$ cat config.mk
export PLATFORM = sky130hd
export DESIGN_NAME = cacheline_adaptor
export DESIGN_NICKNAME = d
export VERILOG_FILES = /design/src/rtl/cacheline_adaptor.sv
export SDC_FILE = /design/constraint.sdc
export NUM_CORES = 1
export LEC_CHECK = 0
export BUFFER_PORTS_ARGS = -buffer_cell sky130_fd_sc_hd__buf_2
export CAP_MARGIN = 5
export CORE_ASPECT_RATIO = 2
export CORE_MARGIN = 2
export CORE_UTILIZATION = 30
export CTS_BUF_LIST = sky130_fd_sc_hd__clkbuf_8
export DETAILED_ROUTE_END_ITERATION = 8
export PLACE_DENSITY_LB_ADDON = 0.2
export SYNTH_ARGS = -nofsm -noshare
export SYNTH_HDL_FRONTEND = slang
export SYNTH_SLANG_ARGS = --single-unit
$ cat constraint.sdc
create_clock -name clk -period 29.5 [get_ports clk]
set_clock_uncertainty 0.15 [all_clocks]
set_input_delay 5.9 -clock clk [delete_from_list [all_inputs] [get_ports clk]]
set_output_delay 5.9 -clock clk [all_outputs]
set_load 0.005 [all_outputs]
$ cat src/rtl/cacheline_adaptor.sv
// cacheline_adaptor: bridges 256-bit cacheline requests onto a 4-beat, 64-bit burst memory port
module cacheline_adaptor #(
  parameter int LINE_WIDTH  = 256,
  parameter int BURST_WIDTH = 64
) (
  input  logic                   clk,
  input  logic                   rst,
  input  logic [LINE_WIDTH-1:0]  line_i,
  output logic [LINE_WIDTH-1:0]  line_o,
  input  logic [31:0]            address_i,
  input  logic                   read_i,
  input  logic                   write_i,
  output logic                   resp_o,
  input  logic [BURST_WIDTH-1:0] burst_i,
  output logic [BURST_WIDTH-1:0] burst_o,
  output logic [31:0]            address_o,
  output logic                   read_o,
  output logic                   write_o,
  input  logic                   resp_i
);
  localparam int BEATS = LINE_WIDTH / BURST_WIDTH;
  localparam int CW = $clog2(BEATS);
  typedef enum logic [1:0] {IDLE, READ, WRITE, DONE} state_t;
  state_t state, state_nxt;
  logic [CW-1:0] cnt;
  logic [LINE_WIDTH-1:0] line;
  logic busy, last;
  assign busy = state == READ || state == WRITE;
  assign last = busy && resp_i && cnt == CW'(BEATS - 1);
  assign read_o = state == READ;
  assign write_o = state == WRITE;
  assign resp_o = state == DONE;
  assign burst_o = write_o ? line[cnt*BURST_WIDTH +: BURST_WIDTH] : '0;
  always_ff @(posedge clk or posedge rst) begin
    if (rst) state <= IDLE;
    else     state <= state_nxt;
  end
  // A simultaneous read and write takes the write: the dirty victim must leave before the fill lands.
  always_comb begin
    state_nxt = state == IDLE ? (write_i ? WRITE : read_i ? READ : IDLE) :
                state == DONE ? IDLE : last ? DONE : state;
  end
  always_ff @(posedge clk or posedge rst) begin
    if (rst) begin
      cnt       <= '0;
      line      <= '0;
      line_o    <= '0;
      address_o <= '0;
    end else if (state == IDLE) begin
      cnt <= '0;
      if (write_i) line <= line_i;
      if (write_i || read_i) address_o <= address_i & ~32'(LINE_WIDTH / 8 - 1);
    end else if (busy && resp_i) begin
      cnt <= cnt + 1'b1;
      if (read_o) line[cnt*BURST_WIDTH +: BURST_WIDTH] <= burst_i;
      if (read_o && last) line_o <= {burst_i, line[LINE_WIDTH-BURST_WIDTH-1:0]};
    end
  end
endmodule

## After elaboration in Yosys (flattened, before gate mapping)

Index checks and enable logic that the tools add are counted.

| word-level totals | value |
|---|---|
| flip-flop bits (word level) | 543 |
| input port bits | 357 |
| output and inout port bits | 355 |
| logic and storage cells | 41 |

| operators by class | value |
|---|---|
| add/sub/neg operators | 2 |
| equal/unequal tests | 5 |
| shift operators | 3 |
| multiplexer cells | 13 |
| bitwise logic cells | 1 |
| reduce and logical (&&, ||, !) cells | 12 |

Operators with widths:

| cell | number |
|---|---|
| 256-bit 2-to-1 mux | 4 |
| 256-bit bitwise mux | 1 |
| 64-bit by 34-bit variable shift with 256-bit output (first input constant) | 1 |
| 256-bit by 9-bit indexed part select with 64-bit output | 1 |
| 64-bit by 34-bit indexed part select with 256-bit output | 1 |
| 64-bit 2-to-1 mux | 1 |
| 8-bit negation with 34-bit output | 1 |
| 2-bit 2-to-1 mux | 6 |
| 2-bit == test (second input constant) | 3 |
| 3-bit AND reduction | 2 |
| 2-bit nonzero test | 2 |
| 1-bit logical AND | 3 |
| 3-bit nonzero test | 1 |
| 2-bit by 1-bit adder with 2-bit output (second input constant) | 1 |
| 2-bit by 1-bit == test with 1-bit output (second input constant) | 1 |
| 2-bit zero test | 1 |
| 1-bit logical OR | 2 |
| 2-bit != test (second input constant) | 1 |
| 2-bit AND reduction | 1 |
| 1-bit 2-to-1 mux | 1 |
| 1-bit inverter | 1 |

## Logic depth before layout (Yosys ltp)

| logic depth | value |
|---|---|
| word-level depth | 7 |
| gate-level depth with buffers | 10 |
| depth with buffers taken out | 5 |

## Worst setup path before layout

OpenSTA, ideal clock, no wires.

| timing | value |
|---|---|
| kind | flip-flop to output port |
| start point | reg cnt[0] |
| end point | out burst_o[13] |
| arrival time | 1717 ps |
| data required time | 23450 ps |
| slack | 21733 ps |
| stages on the path, launching flop included | 6 |
| path buffers | 3 |
| cell sequence | dfrtp_1 > buf_2 > buf_2 > buf_2 > mux4_2 > and2_1 |

| on the way | value |
|---|---|
| cells in the longest elaborated chain, start to end | 2 |

Ends and longest elaborated chain:

| what | RTL line | text |
|---|---|---|
| from (decl) | 25 | `logic [CW-1:0] cnt;` |
| from (signal assigned) | 54 | `cnt <= cnt + 1'b1;` |
| 256-bit by 9-bit indexed part select with 64-bit output | 33 | `assign burst_o = write_o ? line[cnt*BURST_WIDTH +: BURST_WIDTH] : '0;` |
| 64-bit 2-to-1 mux | 33 |  |
| to (decl) | 15 | `output logic [BURST_WIDTH-1:0] burst_o,` |

Every way passes these cells.

## Worst setup path after layout

| timing | value |
|---|---|
| start point | reg cnt[0] |
| end point | out burst_o[1] |

Same word-level chain as after synthesis.

==> summary.md <==
| Metric | Value |
|---|---|
| Run status | finished, final reports clean |
| Clock network latency to the later pin of the worst-skew pair | 0.78 ns |
| Slew at the pin closest to its max-slew limit | 1.25 ns |
| IR drop worst, VDD | approximately 0.09 mV |
| Fraction of the core area covered by cells at the end of the flow | 0.373 |
| Most area-consuming cells after synthesis | sky130_fd_sc_hd__dfrtp_1 52%, sky130_fd_sc_hd__mux2_2 22%, sky130_fd_sc_hd__mux4_2 5.5%, sky130_fd_sc_hd__a32o_1 4.9%, sky130_fd_sc_hd__nand2_1 3.2% |
| H-tree level count | 3 |
| Final-report setup violation count | 0 |
| Detailed placement HPWL | between 60000 and 70000 um |
| Area taken by flip-flops and latches | between 0.01 and 0.015 sq mm |
| Worst Setup Path Type | reg -> out |
| Leading cell type by number of instances after synthesis | sky130_fd_sc_hd__dfrtp_1 |
| First-pass GRT wire length | about 150000 um |
| Smallest hold slack | 0.348 ns |
| Count of instances resized after the clock tree is built | 0 |
| Post-synth top area cell | sky130_fd_sc_hd__dfrtp_1 |
| Final Critical Period | between 10 and 15 ns |
| Root Buffer Master | sky130_fd_sc_hd__clkbuf_8 |
| # Max-Cap Violations | 0 |
| TritonCTS Buffers | 87 |
| Violation count after the first detailed-route iteration | roughly 1200 |
| WP data arrival | around 4.0 ns |
| Kind of start point of the critical path | register |
| RSZ-0062 raised after global routing | false |
| Initial standard-cell utilization of the core | 0.303 |
| TritonCTS clock tree | done |
| Number of distinct library cell variants in the gate-level netlist after synthesis | 32 |
| Count of synthesis-stage warnings from yosys | 0 |
| IO Pins | between 700 and 800 |
| Power Density | ~88 mW/mm^2 |
| Inst Count DP | around 3600 |
| Required time of the critical path | about 23 ns |
| Post-layout instance count excluding filler cells | 3810 |
| Fraction of final layout cells with drive strength greater than 1 | 0.548 |
| Count of endpoints failing hold in the final timing report | 0 |
| Total of flip-flops plus latches after synthesis | roughly 540 |
| Die extent in y | between 400 and 500 um |
| Remaining DRCs | 0 |
| Count of flip-flops with a built-in enable after synthesis | 0 |
| Vias per std cell | approximately 5.2 |
| Num Clock Sinks | around 540 |
| Area growth syn-to-layout | 23.2% |
| Setup Buffers After CTS | 0 |
| DIE AREA | 0.0893 sq mm |
| Setup crit end kind | primary output |
| Crit share post-route | 0.341 |
| Synthesized area per cell | 13.5 sq um |
| Maximum number of pins on one net before global-route repair | 215 |
| Count of buffers inserted at the top-level ports | between 700 and 800 |
| Number of fill cells | around 8500 |
| Crit-path max FO | between 40 and 50 |
| Most frequent cells after synthesis | 543 x sky130_fd_sc_hd__dfrtp_1, 506 x sky130_fd_sc_hd__mux2_2, 221 x sky130_fd_sc_hd__nand2_1, 128 x sky130_fd_sc_hd__a32o_1, 97 x sky130_fd_sc_hd__clkbuf_1 |
| Class of the worst hold path | reg -> reg |
| Static Leak | between 15 and 20 nW |
| Clk buf depth | 3 |
| Post-synth design cell area | 0.0260 sq mm |
| Vias | around 20000 |
| Post-cts hold buffer count | 0 |
| RD Place Congestion | roughly 0.84 |
| Antenna viol nets, final | 0 |
| Register clock-pin slew on the reported worst setup and hold paths | about 0.070 ns |
| Rows | ~150 |
| Total count of max-transition violations in the final report | 0 |
| Dominant synthesized flop cell | sky130_fd_sc_hd__dfrtp_1 |
| Initial antenna violation count | 25 |
| Number of iterations in the first detailed-routing pass | 5 |
| Design Power | 0.00282 W |
| WL/cell | between 20 and 30 um |
| Part of the Yosys area used for sequential elements | 0.522 |
| Post-layout net count | slightly below 3000 |
| Normalized max-slew margin | 0.164 |
| Horizontal extent of the die | about 210 um |
| Multi-input logic area | 0.0115 sq mm |
| GR Overflow Total | 0 |
| Total routed wirelength | roughly 100000 um |
| Gate Count Post-Synth | around 1900 |
| Fmax | between 90 and 100 MHz |
| Core outline area | approximately 0.086 sq mm |
| TNS Setup | 0 ns |
| All-Layer GR Usage | 0.227 |
| Number of global-route vias before repair | 21600 |
| Fraction of synthesized cell area taken by the top area cell type | 0.522 |
| Share of synthesized registers carrying an async set or reset | 1.00 |
## worst paths after layout
check / slack [ns] / startpoint / end / cells after the start
setup / recovery: 19.43 / cnt[0] / burst_o[1] / 5
hold / removal: 0.35 / line_o[203] / line_o[203] / 1
setup reg to reg: 24.50 / cnt[1] / line[80] / 7
hold reg to reg: 0.35 / line_o[203] / line_o[203] / 1
max in group asynchronous: 20.04 / rst / line[178] / 6
min in group asynchronous: 5.11 / rst / line_o[80] / 2
## power by group
part	internal (W)	switching (W)	leakage [nW]	total, W
sequential	0.000919	0.000127	7.22	0.00105
combinational	0.000484	0.000602	8.12	0.00109
clock	0.000353	0.000332	1.02	0.000684
total	0.00176	0.00106	16.4	0.00282
## per-stage QoR
step / instance area (sq um) / setup slack, ns
6_report: 32100 / 19.43
4_1_cts: 32000 / 19.23
2_1_floorplan: 26100 / 8.27
3_3_place_gp: 30300 / 19.13
5_1_grt: 32100 / 19.16
3_5_place_dp: 30300 / 18.98
## layer usage
layer | routed length (um) | global-route usage | up-vias
met5 | 90 | 0 | -
met4 | 4150 | 0.109 | 14
met3 | 8220 | 0.0656 | 217
met2 | 51000 | 0.389 | 926
met1 | 38900 | 0.256 | 10200
li1 | - | - | 8412
## worst max-delay path, cell delays in order (launching register included)
cell,delay (ns)
sky130_fd_sc_hd__dfrtp_4,0.70
sky130_fd_sc_hd__buf_4,0.66
sky130_fd_sc_hd__buf_4,0.79
sky130_fd_sc_hd__mux4_2,0.65
sky130_fd_sc_hd__and2_1,0.18
sky130_fd_sc_hd__buf_2,0.14
## cell families (layout without fill, tap and decap cells)
group	count (synthesis)	count (layout)	share of synthesized area
and+or+nand+nor	319	319	0.0559
other	1	21	0.000144
AOI/OAI and AO/OA	266	266	0.0864
adders and majority gates	10	10	0.00480
muxes	603	603	0.288
buffers and inverters	182	892	0.0422
DFF	543	543	0.522
xor gates and xnor gates	1	1	0.000336
## area by class of cell
class,count,share of cell area
Antenna cell,16,0.00125
Clock buffer,103,0.0442
Clock inverter,50,0.0105
Inverter,5,0.000819
Multi-Input combinational cell,1204,0.357
Sequential cell,543,0.424
Tap cell,1155,0.0450
Timing Repair Buffer,734,0.117
## cells in the final DEF (no fill, tap or decap), types with 5 or more instances in the layout
cell type                  instances
sky130_fd_sc_hd__and2_1           65
sky130_fd_sc_hd__nand2b_1         19
sky130_fd_sc_hd__o31ai_1          92
sky130_fd_sc_hd__clkinv_2         12
sky130_fd_sc_hd__buf_4            32
sky130_fd_sc_hd__inv_1            33
sky130_fd_sc_hd__nand2_1         221
sky130_fd_sc_hd__buf_2           701
sky130_fd_sc_hd__clkbuf_8        103
sky130_fd_sc_hd__a32o_1          128
sky130_fd_sc_hd__dfrtp_1         541
sky130_fd_sc_hd__mux2_2          506
sky130_fd_sc_hd__mux2_1           33
sky130_fd_sc_hd__ha_1              7
sky130_fd_sc_hd__o21ai_0          37
sky130_fd_sc_hd__diode_2          16
sky130_fd_sc_hd__conb_1            5
sky130_fd_sc_hd__mux4_2           64
## sequential cells by signal, summed over array words and instances, names as in the netlist
| name | count |
|---|---|
| line_o | 256 |
| address_o | 27 |
| cnt | 2 |
| state | 2 |
| line | 256 |
Power figures use the tool's default switching activity.
